**src/rtl/qtree_ingress_ctrl.sv**
```systemverilog
// qtree_ingress_ctrl: request FIFO, lookup issue and update-window arbiter.
// Ports: req_* in (FIFO push), lookup_* out (issue), host_* update window,
//   mm_ctrl_* out (table writes), res_valid_i/inflight_o/err_o accounting.
module qtree_ingress_ctrl #(
   parameter int KEY_WIDTH = 16,
   parameter int BYPASS_WIDTH = 1,
   parameter int MM_ADDR_WIDTH = 12,
   parameter int MM_DATA_WIDTH = 64,
   parameter int FIFO_DEPTH = 8,
   parameter int INFLIGHT_MAX = 32,
   localparam int INFLIGHT_WIDTH = $clog2(INFLIGHT_MAX + 1)
) (
   input  logic                      clk_i,
   input  logic                      rst_i,
   input  logic [KEY_WIDTH-1:0]      req_data_i,
   input  logic [BYPASS_WIDTH-1:0]   req_bypass_i,
   input  logic                      req_valid_i,
   output logic                      req_ready_o,
   input  logic                      host_upd_lock_i,
   output logic                      host_upd_grant_o,
   input  logic [MM_ADDR_WIDTH-1:0]  host_mm_addr_i,
   input  logic [MM_DATA_WIDTH-1:0]  host_mm_data_i,
   input  logic                      host_mm_write_i,
   output logic                      host_mm_ready_o,
   output logic [KEY_WIDTH-1:0]      lookup_data_o,
   output logic [BYPASS_WIDTH-1:0]   lookup_bypass_o,
   output logic                      lookup_valid_o,
   output logic [MM_ADDR_WIDTH-1:0]  mm_ctrl_addr_o,
   output logic [MM_DATA_WIDTH-1:0]  mm_ctrl_data_o,
   output logic                      mm_ctrl_write_o,
   input  logic                      res_valid_i,
   output logic [INFLIGHT_WIDTH-1:0] inflight_o,
   output logic                      err_o
);

   localparam int PTR_W = $clog2(FIFO_DEPTH);
   localparam int CNT_W = $clog2(FIFO_DEPTH + 1);
   localparam int ENT_W = KEY_WIDTH + BYPASS_WIDTH;

   typedef enum logic [1:0] {
      ST_RUN,
      ST_DRAIN,
      ST_UPDATE
   } state_e;

   state_e state_q, state_d;

   logic [ENT_W-1:0] mem [FIFO_DEPTH];
   logic [PTR_W-1:0] wr_ptr_q, rd_ptr_q;
   logic [CNT_W-1:0] cnt_q;
   logic             full, empty, push, issue;
   logic             res_ok, err_set, grant;

   assign full  = (cnt_q == CNT_W'(FIFO_DEPTH));
   assign empty = (cnt_q == '0);
   assign push  = req_valid_i && !full;

   // Lock gates issue combinationally: a rising lock blocks the
   // transition edge, a falling lock allows issue on the very next edge.
   assign issue = !host_upd_lock_i && !empty
                  && (inflight_o < INFLIGHT_WIDTH'(INFLIGHT_MAX));

   // A result that coincides with an issue is always legal.
   assign res_ok  = res_valid_i && ((inflight_o != '0) || issue);
   assign err_set = res_valid_i && (inflight_o == '0) && !issue;

   assign req_ready_o      = !full;
   assign host_upd_grant_o = grant;
   assign host_mm_ready_o  = grant;

   always_ff @(posedge clk_i or negedge rst_i) begin
      if (!rst_i) state_q <= ST_RUN;
      else        state_q <= state_d;
   end

   always_comb begin
      state_d = state_q;
      grant   = 1'b0;
      unique case (state_q)
         ST_RUN: begin
            if (host_upd_lock_i) state_d = ST_DRAIN;
         end
         ST_DRAIN: begin
            if (!host_upd_lock_i)         state_d = ST_RUN;
            else if (inflight_o == '0)    state_d = ST_UPDATE;
         end
         ST_UPDATE: begin
            grant = host_upd_lock_i;
            if (!host_upd_lock_i) state_d = ST_RUN;
         end
         default: state_d = ST_RUN;
      endcase
   end

   always_ff @(posedge clk_i) begin
      if (push) mem[wr_ptr_q] <= {req_bypass_i, req_data_i};
   end

   always_ff @(posedge clk_i or negedge rst_i) begin
      if (!rst_i) begin
         wr_ptr_q <= '0;
         rd_ptr_q <= '0;
         cnt_q    <= '0;
      end else begin
         if (push)  wr_ptr_q <= wr_ptr_q + 1'b1;
         if (issue) rd_ptr_q <= rd_ptr_q + 1'b1;
         case ({push, issue})
            2'b10:   cnt_q <= cnt_q + 1'b1;
            2'b01:   cnt_q <= cnt_q - 1'b1;
            default: cnt_q <= cnt_q;
         endcase
      end
   end

   always_ff @(posedge clk_i or negedge rst_i) begin
      if (!rst_i) begin
         lookup_valid_o  <= 1'b0;
         lookup_data_o   <= '0;
         lookup_bypass_o <= '0;
      end else begin
         lookup_valid_o <= issue;
         if (issue) begin
            lookup_data_o   <= mem[rd_ptr_q][KEY_WIDTH-1:0];
            lookup_bypass_o <= mem[rd_ptr_q][ENT_W-1:KEY_WIDTH];
         end
      end
   end

   always_ff @(posedge clk_i or negedge rst_i) begin
      if (!rst_i) begin
         inflight_o <= '0;
         err_o      <= 1'b0;
      end else begin
         case ({issue, res_ok})
            2'b10:   inflight_o <= inflight_o + 1'b1;
            2'b01:   inflight_o <= inflight_o - 1'b1;
            default: inflight_o <= inflight_o;
         endcase
         if (err_set) err_o <= 1'b1;
      end
   end

   always_ff @(posedge clk_i or negedge rst_i) begin
      if (!rst_i) begin
         mm_ctrl_write_o <= 1'b0;
         mm_ctrl_addr_o  <= '0;
         mm_ctrl_data_o  <= '0;
      end else begin
         mm_ctrl_write_o <= host_mm_write_i && grant;
         if (host_mm_write_i && grant) begin
            mm_ctrl_addr_o <= host_mm_addr_i;
            mm_ctrl_data_o <= host_mm_data_i;
         end
      end
   end

endmodule

```
**config.mk**
```make
export PLATFORM = sky130hd
export DESIGN_NAME = qtree_ingress_ctrl
export DESIGN_NICKNAME = d
export VERILOG_FILES = /design/src/rtl/qtree_ingress_ctrl.sv
export SDC_FILE = /design/constraint.sdc
export NUM_CORES = 1
export LEC_CHECK = 0
export ABC_AREA = 1
export BUFFER_PORTS_ARGS = -buffer_cell sky130_fd_sc_hd__buf_2
export CORE_AREA = 2 2 243 125
export DETAILED_ROUTE_END_ITERATION = 8
export DIE_AREA = 0 0 245 127
export GPL_ROUTABILITY_DRIVEN = 0
export PLACE_DENSITY = 0.62
export REMOVE_ABC_BUFFERS = 1
export SLEW_MARGIN = 20
export SYNTH_ARGS = -nofsm -noshare
export SYNTH_HDL_FRONTEND = slang
export SYNTH_SLANG_ARGS = --single-unit
```
**constraint.sdc**
```tcl
create_clock -name clk_i -period 4.69 [get_ports clk_i]
set_input_delay 0.7035 -clock clk_i [delete_from_list [all_inputs] [get_ports clk_i]]
set_output_delay 0.7035 -clock clk_i [all_outputs]
set_load 0.05 [all_outputs]
```
==> reports/qor.yml <==
status: "complete, no violations"
vdd_drop_max_uv: 259.6
grt_pass1_wl_um: 37000
min-delay-path-class: "in2async"
final_util_pct: 42.13
synth-async-reset-ratio_pct: 45.60
finalPower_mw: 8.056
cts_root_buf: "clkbuf_16"
core_um2: 28790
synth_top_area_share_pct: 40.81
period_share_pct: 64.84
die_x_um: 245
tritoncts: "yes"
finClkSkew_ns: 0.01872
synth_commonest_cells: "nand2_1 (309), edfxtp_1 (136), nor2_1 (117)"
drtIter0Drc: 471
ys_ff_latch: 250
power.leakage_nw: 5.552
fmax_mhz: 328.8
worst_setup_path_start_kind: "flip-flop"
synth_cell_types: 29
critPathMaxStageDelay_ns: 0.45
chipHeight_um: 127
io_pins: 204
cap_viol_max_count: 0
io_buffers: 203
grt_max_degree: 78
critPathMaxFanout: 24
required_ns: 5.11
dr_wl_met2_um: 11930
initial_core_util_pct: 34.76
dr.pass1.iters: 5
topRoutingLayerUsed: "met4"
clockBufferDepth: 3
nFillCells: 2714
rows: 44
gr-usage-all-layers_pct: 14.87
rsz0062_at_grt: "false"
cts_buffers: 24
drv_slew: 0
tns_ns: 0
insertion_delay_ns: 0.54
wire_per_inst_um: 15.45
cellPowerDensity_nw_per_um2: 664.1
route.met3.wl_um: 1060
grt_pass1_vias: 6978
areaGrowthSynthToFinish_pct: 21.22
clk_pin_slew_ns: 0.06
drc: 0
worst_pin_slew_ns: 1.041
syn_area_um2: 10010
synth_warnings: 0
arrival_ns: 3.46
cts_setup_buffers: 0
max_slew_margin_pct: 30.51
endpoint_kind: "flip-flop"
crit_top_cell: "nand2_1"
min_period_ns: 3.041
grt_overflow: 0
hold_buffers: 0
routed_wl_um: 23590
synth_largest_area_cell: "edfxtp_1"
wl_met1_um: 10110
final_nets: 1226
slowest_stage: "ha_1"
drt-vias-per-instance: 4.648
ant_nets: 0
synthCells: 924
worstSetupPathType: "reg2reg"
synthTopCellsByArea: "edfxtp_1 (41%), dfrtp_1 (29%), nand2_1 (12%)"
antenna_found_initial: 1
routed-via-count: 7097
path_cells: "nor2_1, nand2_1, o21a_1, buf_4, inv_2, ha_1, inv_1, nand2_1, nand2_1, inv_1, ha_1, o21bai_1, nand3_1, nand2_1, nand2_1, nand3_1, nand2_1"
hold_violations: 0
die_area_um2: 31120
synthFlopType: "edfxtp_1"
htreeDepth: 1
setup_violations: 0
syn-mean-instance-area_um2: 10.83
post_cts_resize_count: 0
seq_area_frac_synth_pct: 69.32
synth.most_common_cell: "nand2_1"
drive_gt1_share_pct: 23.17
synth_enable_flop_cells: 136
cts.sinks: 250
hpwl_um: 14690
[where the power goes]
part	total, mW	switching (mW)	internal (mW)
registers	3.08	0.245	2.84
clock network	1.90	0.819	1.09
logic	3.07	2.30	0.767
total	8.06	3.37	4.69
[state kept, by name, indices dropped and copies added (netlist names)]
name / cells
lookup_valid_o: 1
err_o: 1
mm_ctrl_write_o: 1
rd_ptr_q: 3
cnt_q: 4
mm_ctrl_addr_o: 12
lookup_bypass_o: 1
wr_ptr_q: 3
inflight_o: 6
state_q: 2
lookup_data_o: 16
mem: 136
mm_ctrl_data_o: 64
[stage by stage]
step                      std cells  instance area (um2)  worst slack [ns]  hold slack [ns]
after floorplan                 876                 9729             1.152           0.4079
after global placement         1483                11340             1.506           0.4436
after detailed placement       1483                11340             1.475           0.4625
after CTS                      1526                12120             1.642           0.3450
after global routing           1527                12130             1.399           0.2044
final                          1527                12130             1.649           0.1536
[worst paths after layout]
kind                                    from                 to  slack, ns  depth (start not counted)
max reg2reg                         cnt_q[1]      inflight_o[4]       1.65                         17
max in group asynchronous              rst_i  mm_ctrl_data_o[5]       3.50                          2
min reg2reg                lookup_data_o[15]  lookup_data_o[15]       0.47                          2
max                                 cnt_q[1]      inflight_o[4]       1.65                         17
min in group clk_i         host_mm_addr_i[3]  mm_ctrl_addr_o[3]       0.37                          3
min                                    rst_i  lookup_data_o[11]       0.15                          1
[routing by layer]
layer / up-vias / track usage [%]
met5: - / 0
met4: 0 / 3.766
met3: 33 / 2.941
met2: 158 / 26.63
met1: 3448 / 18.55
li1: 3458 / -
[placed cells by master, fill, tap and decap left out, types with 6 or more instances in the layout]
cell type  netlist  routed
clkbuf_1        17       6
xnor2_1          6       6
o211ai_1        34      34
clkbuf_16        0      24
nand2_1        309     309
buf_4            6      13
o21ai_0         88      88
o21ai_1          6       6
dfrtp_1        114     113
nor2_1         117     116
edfxtp_1       136     136
buf_2           18     202
nand3_1         12      12
inv_1           22      22
ha_1             8       8
[cell families (layout without fill, tap and decap cells)]
family / Yosys count / in the layout / share of synthesized area [%]
AOI/OAI and AO/OA: 139 / 139 / 7.977
xor gates and xnor gates: 9 / 9 / 0.7877
adders and majority gates: 9 / 9 / 1.200
buffers and inverters: 75 / 286 / 3.801
DFF: 250 / 250 / 69.32
other: 0 / 1 / 0
and+or+nand+nor: 442 / 442 / 16.92
[critical path: cells and delay by family (launching register included)]
family | cells | cell delay, ns
compound gates | 2 | 0.32
buf+inv | 4 | 0.84
flops | 1 | 0.42
simple gates | 9 | 0.76
fa+ha+maj | 2 | 0.57
[area by class of cell]
type | count | area [um2] | area share (%)
clock buffer | 35 | 691.9 | 5.704
timing repair buffer | 216 | 1120 | 9.232
tap | 391 | 489.2 | 4.033
sequential | 250 | 6938 | 57.19
clock inverter | 8 | 91.34 | 0.7530
multi-input combinational | 599 | 2693 | 22.20
antenna | 1 | 2.502 | 0.02063
inverter | 27 | 105.1 | 0.8664
No activity file was read; power rests on OpenSTA's default activity.
